### config.mk
export PLATFORM = sky130hd
export DESIGN_NAME = biquad_cascade
export DESIGN_NICKNAME = d
export VERILOG_FILES = /design/src/rtl/biquad_cascade.sv
export SDC_FILE = /design/constraint.sdc
export NUM_CORES = 2
export LEC_CHECK = 0
export CORE_AREA = 4 4 186 368
export DETAILED_ROUTE_END_ITERATION = 10
export DIE_AREA = 0 0 190 372
export PLACE_DENSITY = 0.79
export REMOVE_ABC_BUFFERS = 1
export SLEW_MARGIN = 5
export SYNTH_ARGS = -nofsm -noshare
export SYNTH_HDL_FRONTEND = slang
export SYNTH_SLANG_ARGS = --single-unit
### constraint.sdc
create_clock -name clk -period 55.5 [get_ports clk]
set_input_delay 5.55 -clock clk [delete_from_list [all_inputs] [get_ports clk]]
set_output_delay 5.55 -clock clk [all_outputs]
set_load 0.005 [all_outputs]
### src/rtl/biquad_cascade.sv
// biquad_cascade: N cascaded Direct Form I biquad sections that share one
// signed multiplier. Each section costs 5 MAC cycles plus one STORE cycle.
// Optional build macro BIQUAD_SATURATE_EN: clamp each section result to the
// data_width range instead of keeping the low bits (two's-complement wrap).
module biquad_cascade #(
  parameter int data_width = 16,
  parameter int n_stages   = 4,
  parameter int coef_frac  = 14,
  localparam int stage_w   = (n_stages > 1) ? $clog2(n_stages) : 1
) (
  input  logic                         clk,
  input  logic                         reset,
  input  logic signed [data_width-1:0] sample_in,
  input  logic                         start,
  output logic                         ready,
  output logic signed [data_width-1:0] sample_out,
  output logic                         out_valid,
  input  logic signed [data_width-1:0] param_in,
  input  logic        [stage_w-1:0]    param_stage,
  input  logic        [2:0]            param_target,
  input  logic                         write_param
);

  localparam int prod_w = 2 * data_width;
  localparam int acc_w  = 2 * data_width + 3;

  typedef enum logic [1:0] {IDLE, MAC, STORE, OUT} state_t;

  state_t                        state_q, state_d;
  logic [stage_w-1:0]            stage_q, stage_d;
  logic [2:0]                    tap_q, tap_d;
  logic signed [acc_w-1:0]       acc_q, acc_d;
  logic signed [data_width-1:0]  x0_q, x0_d;
  logic signed [data_width-1:0]  sample_out_q, sample_out_d;
  logic                          out_valid_q, out_valid_d;

  // Per-section coefficients (index 0..4 = b0 b1 b2 a1 a2) and histories.
  logic signed [data_width-1:0]  coef_q [n_stages][5];
  logic signed [data_width-1:0]  coef_d [n_stages][5];
  logic signed [data_width-1:0]  x1_q [n_stages];
  logic signed [data_width-1:0]  x1_d [n_stages];
  logic signed [data_width-1:0]  x2_q [n_stages];
  logic signed [data_width-1:0]  x2_d [n_stages];
  logic signed [data_width-1:0]  y1_q [n_stages];
  logic signed [data_width-1:0]  y1_d [n_stages];
  logic signed [data_width-1:0]  y2_q [n_stages];
  logic signed [data_width-1:0]  y2_d [n_stages];

  logic signed [data_width-1:0]  mul_coef;
  logic signed [data_width-1:0]  mul_data;
  logic signed [prod_w-1:0]      prod;
  logic signed [data_width-1:0]  y_red;
  logic                          stage_ok;

  assign ready      = (state_q == IDLE);
  assign sample_out = sample_out_q;
  assign out_valid  = out_valid_q;
  assign stage_ok   = ({1'b0, param_stage} < (stage_w + 1)'(n_stages));

  // Select the coefficient/operand pair for the current tap of the current section.
  always_comb begin
    mul_coef = '0;
    mul_data = '0;
    case (tap_q)
      3'd0: begin mul_coef = coef_q[stage_q][0]; mul_data = x0_q;          end
      3'd1: begin mul_coef = coef_q[stage_q][1]; mul_data = x1_q[stage_q]; end
      3'd2: begin mul_coef = coef_q[stage_q][2]; mul_data = x2_q[stage_q]; end
      3'd3: begin mul_coef = coef_q[stage_q][3]; mul_data = y1_q[stage_q]; end
      3'd4: begin mul_coef = coef_q[stage_q][4]; mul_data = y2_q[stage_q]; end
      default: ;
    endcase
  end

  assign prod = prod_w'(mul_coef) * prod_w'(mul_data);

`ifdef BIQUAD_SATURATE_EN
  logic signed [acc_w-1:0] shifted;
  assign shifted = acc_q >>> coef_frac;

  // Clamp the scaled accumulator into the representable sample range.
  always_comb begin
    if (!shifted[acc_w-1] && (|shifted[acc_w-2:data_width-1]))
      y_red = {1'b0, {(data_width-1){1'b1}}};
    else if (shifted[acc_w-1] && !(&shifted[acc_w-2:data_width-1]))
      y_red = {1'b1, {(data_width-1){1'b0}}};
    else
      y_red = shifted[data_width-1:0];
  end
`else
  // Keep the low bits of the scaled accumulator (wraps on overflow).
  assign y_red = data_width'(acc_q >>> coef_frac);
`endif

  // Next-state, datapath and coefficient-write logic.
  always_comb begin
    state_d      = state_q;
    stage_d      = stage_q;
    tap_d        = tap_q;
    acc_d        = acc_q;
    x0_d         = x0_q;
    sample_out_d = sample_out_q;
    out_valid_d  = 1'b0;
    coef_d       = coef_q;
    x1_d         = x1_q;
    x2_d         = x2_q;
    y1_d         = y1_q;
    y2_d         = y2_q;

    // Writes only land while idle so a sample never sees a mixed coefficient set.
    if (state_q == IDLE && write_param && stage_ok && param_target <= 3'd4)
      coef_d[param_stage][param_target] = param_in;

    case (state_q)
      IDLE: begin
        if (start) begin
          x0_d    = sample_in;
          stage_d = '0;
          tap_d   = '0;
          acc_d   = '0;
          state_d = MAC;
        end
      end
      MAC: begin
        // Feedback taps (a1, a2) are subtracted.
        if (tap_q >= 3'd3) acc_d = acc_q - acc_w'(prod);
        else               acc_d = acc_q + acc_w'(prod);
        if (tap_q == 3'd4) begin
          tap_d   = '0;
          state_d = STORE;
        end else begin
          tap_d = tap_q + 3'd1;
        end
      end
      STORE: begin
        x2_d[stage_q] = x1_q[stage_q];
        x1_d[stage_q] = x0_q;
        y2_d[stage_q] = y1_q[stage_q];
        y1_d[stage_q] = y_red;
        x0_d          = y_red;
        acc_d         = '0;
        if (stage_q == stage_w'(n_stages - 1)) begin
          state_d = OUT;
        end else begin
          stage_d = stage_q + stage_w'(1);
          state_d = MAC;
        end
      end
      OUT: begin
        // x0 holds the last section's result at this point.
        sample_out_d = x0_q;
        out_valid_d  = 1'b1;
        state_d      = IDLE;
      end
      default: state_d = IDLE;
    endcase
  end

  // State, datapath, history and coefficient registers; reset clears everything.
  always_ff @(posedge clk or posedge reset) begin
    if (reset) begin
      state_q      <= IDLE;
      stage_q      <= '0;
      tap_q        <= '0;
      acc_q        <= '0;
      x0_q         <= '0;
      sample_out_q <= '0;
      out_valid_q  <= 1'b0;
      for (int i = 0; i < n_stages; i++) begin
        x1_q[i] <= '0;
        x2_q[i] <= '0;
        y1_q[i] <= '0;
        y2_q[i] <= '0;
        for (int j = 0; j < 5; j++) coef_q[i][j] <= '0;
      end
    end else begin
      state_q      <= state_d;
      stage_q      <= stage_d;
      tap_q        <= tap_d;
      acc_q        <= acc_d;
      x0_q         <= x0_d;
      sample_out_q <= sample_out_d;
      out_valid_q  <= out_valid_d;
      x1_q         <= x1_d;
      x2_q         <= x2_d;
      y1_q         <= y1_d;
      y2_q         <= y2_d;
      coef_q       <= coef_d;
    end
  end

endmodule

# After elaboration in Yosys (flattened, before gate mapping)
# Index checks and enable logic that the tools add are counted.
dict set report totals {
  register_bits 651
  input_bits 41
  elab_cells 129
}
dict set report op_classes {
  addsub 4
  mul 1
  magnitude_cmp 8
  n_eq_ne 11
  n_mux 44
  n_bitwise 3
  reduce_logical 15
}
# operator n
set op_table {}
lappend op_table {{bitwise mux 320 bit} 1}
lappend op_table {{bitwise mux 64 bit} 4}
lappend op_table {{two-way mux 80 bit} 3}
lappend op_table {{two-way mux 16 bit} 11}
lappend op_table {{binary-select mux 80 bit (select 2 bit)} 1}
lappend op_table {{demux 80 bit (select 2 bit)} 1}
lappend op_table {{one-hot mux 16 bit (5 select lines)} 2}
lappend op_table {{binary-select mux 16 bit (select 2 bit)} 4}
lappend op_table {{one-hot mux 35 bit (3 select lines)} 1}
lappend op_table {{two-way mux 35 bit} 2}
lappend op_table {{demux 16 bit (select 3 bit)} 1}
lappend op_table {{adder 35 x 32 -> 35 bit} 1}
lappend op_table {{subtractor 35 x 32 -> 35 bit} 1}
lappend op_table {{demux 16 bit (select 2 bit)} 1}
lappend op_table {{multiplier 16 x 16 -> 32 bit} 1}
lappend op_table {{one-hot mux 16 bit (2 select lines)} 1}
lappend op_table {{two-way mux 2 bit} 5}
lappend op_table {{one-hot mux 2 bit (4 select lines)} 1}
lappend op_table {{AND reduction 2 bit} 4}
lappend op_table {{equality test 2 bit, second input constant} 3}
lappend op_table {{equality test 3 x 2 -> 1 bit, second input constant} 2}
lappend op_table {{greater-or-equal comparator 3 bit, second input constant} 2}
lappend op_table {{< comparator 3 x 1 -> 1 bit, second input constant} 2}
lappend op_table {{two-way mux 3 bit} 2}
lappend op_table {{other kinds (21)} 29}

# Logic depth before layout (Yosys ltp)
dict set report logic_depth {
  ltp_word 9
  depth_mapped 48
  depth_no_buf 41
}

# Worst setup path after synthesis
# No wires, ideal clock.
dict set report synth_timing {
  path_type {reg-to-reg}
  start {reg stage_q[0]}
  end {reg acc_q[26]}
  setup_ns 0.122
  t_arrival_ns 11.170
  t_required_ns 55.378
  slack_ns 44.208
  stages_incl_launch_ff 41
  period_less_slack_ns 11.292
  path_cell_list {dfrtp_1 > buf_6 > buf_2 > buf_2 > buf_4 > buf_2 > buf_2 > mux4_2 > a22oi_1 > nand2_1 > a221oi_1 > clkbuf_1 > nor2_1 > fa_1 > inv_1 > fa_1 > fa_1 > fa_1 > (+5 left out) > ha_1 > a21o_1 > a211oi_2 > o21ai_1 > a311oi_1 > o2111ai_1 > or4_1 > and2_1 > or2_2 > o31ai_1 > xor2_1 > ha_1 > a21o_1 > a21o_1 > o31a_1 > o21a_1 > or3_1 > a32o_1}
}
dict set report synth_between {
  elab_chain_cells 9
  elab_cells_between_ends 23
  classes_between {add/sub (2); mul (1); mux (19); bitwise (1)}
}
# element line_no
set synth_lines {}
lappend synth_lines {{from (decl)} 30} ;# logic [stage_w-1:0] stage_q, stage_d;
lappend synth_lines {{from (signal assigned)} 177} ;# stage_q <= stage_d;
lappend synth_lines {{NOT 2 -> 3 bit (implied by the code) *} n/a}
lappend synth_lines {{binary-select mux 80 bit (select 2 bit) (tied with other cells)} n/a}
lappend synth_lines {{two-way mux 80 bit (implied by the code) (tied with other cells) (2 in series)} 69} ;# 3'd4: begin mul_coef = coef_q[stage_q][4]; mul_data = y2_q[stage_q]; end
lappend synth_lines {{one-hot mux 16 bit (5 select lines)} 64} ;# case (tap_q)
lappend synth_lines {{multiplier 16 x 16 -> 32 bit *} 74} ;# assign prod = prod_w'(mul_coef) * prod_w'(mul_data);
lappend synth_lines {{adder 35 x 32 -> 35 bit or subtractor 35 x 32 -> 35 bit (tied branches)} {126, 125}}
lappend synth_lines {{two-way mux 35 bit *} 125} ;# if (tap_q >= 3'd3) acc_d = acc_q - acc_w'(prod);
lappend synth_lines {{one-hot mux 35 bit (3 select lines) *} 113} ;# case (state_q)
lappend synth_lines {{to (signal assigned)} 164} ;# acc_q <= '0;
lappend synth_lines {{to (signal assigned)} 179} ;# acc_q <= acc_d;
lappend synth_lines {{to (decl)} 32} ;# logic signed [acc_w-1:0] acc_q, acc_d;
# Every way passes the cells marked *; elsewhere a longest branch is shown, timed or not. The select of a mux whose other input is x is not followed.
# A chain may end at the register's enable or synchronous reset.

# Final worst setup path
dict set report layout_timing {
  start {reg stage_q[0]}
  end {reg acc_q[29]}
}
# Same word-level chain as after synthesis.

==> results_dict.tcl <==
set metrics [dict create \
    status "completed" \
    peakVddDrop_mv 0.06821 \
    cts_buffers 55 \
    drt-total-wl_mm 107.3 \
    avgSynthCellArea_um2 12.11 \
    fillers 4703 \
    syn_area_um2 40350 \
    min_period_ns 12.85 \
    cts-root-buf "clkbuf_16" \
    grt_pass1_vias 30240 \
    dr.first_iter.drc_count 1784 \
    critPathTopFamily "compound AO/OA/AOI/OAI gates" \
    vias_per_cell 6.366 \
    antenna_cells 0 \
    nNetsFinal 3707 \
    cp_num_buf_inv 5 \
    cp-end-kind "register" \
    slowest_delay_ns 1.08 \
    post_cts_buffers 0 \
    cp_max_fo 102 \
    fmax_ghz 0.07781 \
    cts.sinks 646 \
    synthTopCellsByCount "646 x dfrtp_1, 597 x mux2_2, 326 x inv_1, 326 x nand2_1, 249 x fa_1" \
    skew_ns 0.03978 \
    utilization_pct 66.58 \
    synth_top_area_share_pct 40.06 \
    syn2layout_area_growth_pct 8.456 \
    clockBufferDepth 3 \
    setup_violations 0 \
    cts_tree "yes" \
    cap_viol_max_count 0 \
    area.sequential_um2 16170 \
    critPathKind "reg -> reg" \
    tightest_slew_ns 1.313 \
    grt_pass1_wl_mm 168.9 \
    worst_slack_ns 42.65 \
    final_hold_viol_count 0 \
    start_kind "register" \
    drt_pass1_iterations 5 \
    rows 133 \
    fin_setup_tns_ns 0 \
    ios 59 \
    min_path_type "reg -> reg" \
    routabilityCongestion 0.9913 \
    synthDistinctLibCells 80 \
    grt.overflow.total 0 \
    dp_slack_ns 42.57 \
    dieArea_um2 70680 \
    post_drt_wl_per_cell_um 25.41 \
    drc 0 \
    cts_resized 0 \
    relSlewSlack_pct 11.73 \
    clock_latency_ns 0.64 \
    grt_max_degree 170 \
    finalCritPeriodShare_pct 23.15 \
    crit_arrival_ns 13.39 \
    portBuffers 58 \
    fin_cells 4221 \
    antenna_found_initial 0 \
    worst_path_max_delay_cell "dfrtp_4" \
    dr_total_vias 26870 \
    coreArea_um2 65730 \
    required_ns 56.04 \
    synth_area_leaders "dfrtp_1 40%, mux2_2 17%, fa_1 12%, mux4_2 7.9%, ha_1 3.7%" \
    synth_most_common_cell "dfrtp_1" \
    fin_hold_ws_ns 0.4876 \
    dieHeight_um 372 \
    layout-drive-gt1-share_pct 27.24 \
    power.density_nw_per_um2 62.38 \
    dieWidth_um 190 \
    postCtsHoldBufs 0 \
    grtUsageTotal_pct 31.05 \
    synth-seq-area-share_pct 40.06 \
    multiInputGateArea_um2 22250 \
    ys_warn_count 0 \
    htree_levels 2 \
    path_clk_slew_ns 0.07 \
    syn_inst 3331 \
    final_max_slew_viol_count 0 \
    leakage_uw 0.02102 \
    synth_ff_type "dfrtp_1" \
    synthArstFlopShare_pct 100.0 \
    post-synth-top-area-cell "dfrtp_1" \
    synth_enable_flop_cells 0 \
    rsz0062_at_grt "no" \
    postRouteAntennaNets 0 \
    crit_top_cell "fa_1" \
    hpwlAfterDp_mm 76.67 \
    start_util_pct 61.39 \
    place_inst 4119 \
    ys_ff_latch 646 \
]
[cells by family after synthesis]
| group | synth area share, % |
|---|---|
| DFF | 40.06 |
| and+or+nand+nor | 7.212 |
| buffers and inverters | 4.961 |
| xor gates and xnor gates | 1.867 |
| adders and majority gates | 16.01 |
| AOI/OAI and AO/OA | 5.308 |
| muxes | 24.58 |
[report_power, final]
| part | internal (uW) | total, uW | switching, uW | leakage [uW] |
|---|---|---|---|---|
| Combinational | 663 | 1640 | 976 | 0.0112 |
| Clock | 255 | 438 | 183 | 0.00101 |
| Sequential | 568 | 653 | 85.0 | 0.00880 |
| Total | 1490 | 2730 | 1240 | 0.0210 |
[layer usage]
metal / up-vias / track usage [%] / wire length [um]
met2: 1052 / 54.86 / 56150
met3: 436 / 3.814 / 5003
met5: - / 0 / 0
met1: 14040 / 33.72 / 35950
li1: 11340 / - / -
met4: 0 / 23.73 / 10150
[flip-flops by register name, summed over array words and instances, names as in the netlist]
signal,cells
acc_q,30
coef_q,320
out_valid,1
sample_out,16
stage_q,2
state_q,2
tap_q,3
x0_q,16
x1_q,64
x2_q,64
y1_q,64
y2_q,64
[worst register-to-register path, delay by kind of cell, from the launching register on]
| family | cells | cell delay [ns] |
|---|---|---|
| flops | 1 | 1.08 |
| compound gates | 13 | 4.25 |
| simple gates | 6 | 1.85 |
| fa+ha+maj | 8 | 3.75 |
| buf+inv | 5 | 0.91 |
| xor+xnor | 2 | 0.28 |
| mux | 1 | 0.66 |
[through the flow]
stage               cell area (um^2)  total power [uW]
floorplan                      39580              1798
global placement               41710              2227
detailed placement             41710              2282
CTS                            43760              2728
global route                   43760              2917
finish                         43760              2730
[cells in the final DEF (no fill, tap or decap), types with 31 or more instances in the layout]
master	instances
buf_4	41
a21oi_1	69
xor2_1	37
o21ai_0	81
xnor2_1	49
clkbuf_16	55
ha_1	118
mux2_2	597
nand2_1	322
dfrtp_1	644
clkdlybuf4s50_1	58
nor2_1	175
fa_1	249
a22oi_1	31
inv_1	325
mux4_2	141
[area by class of cell]
class / instances / share of cell area [%]
timing repair buffer: 102 / 2.167
tap: 877 / 2.507
clock inverter: 29 / 1.152
sequential: 646 / 36.95
clock buffer: 73 / 3.551
multi-input combinational: 2167 / 50.85
inverter: 327 / 2.822
[path summary, 6_finish.rpt]
check	start	end	slack, ns	cells after the start
max in group asynchronous	reset	stage_q[1]$_DFFE_PP0P_	47.18	4
min reg2reg	acc_q[9]$_DFFE_PP0P_	acc_q[9]$_DFFE_PP0P_	0.49	2
min	acc_q[9]$_DFFE_PP0P_	acc_q[9]$_DFFE_PP0P_	0.49	2
min in group asynchronous	reset	coef_q[283]$_DFFE_PP0P_	5.51	2
max	stage_q[0]$_DFFE_PP0P_	acc_q[29]$_DFFE_PP0P_	42.65	35
max reg2reg	stage_q[0]$_DFFE_PP0P_	acc_q[29]$_DFFE_PP0P_	42.65	35
No activity file was read; power rests on OpenSTA's default activity.
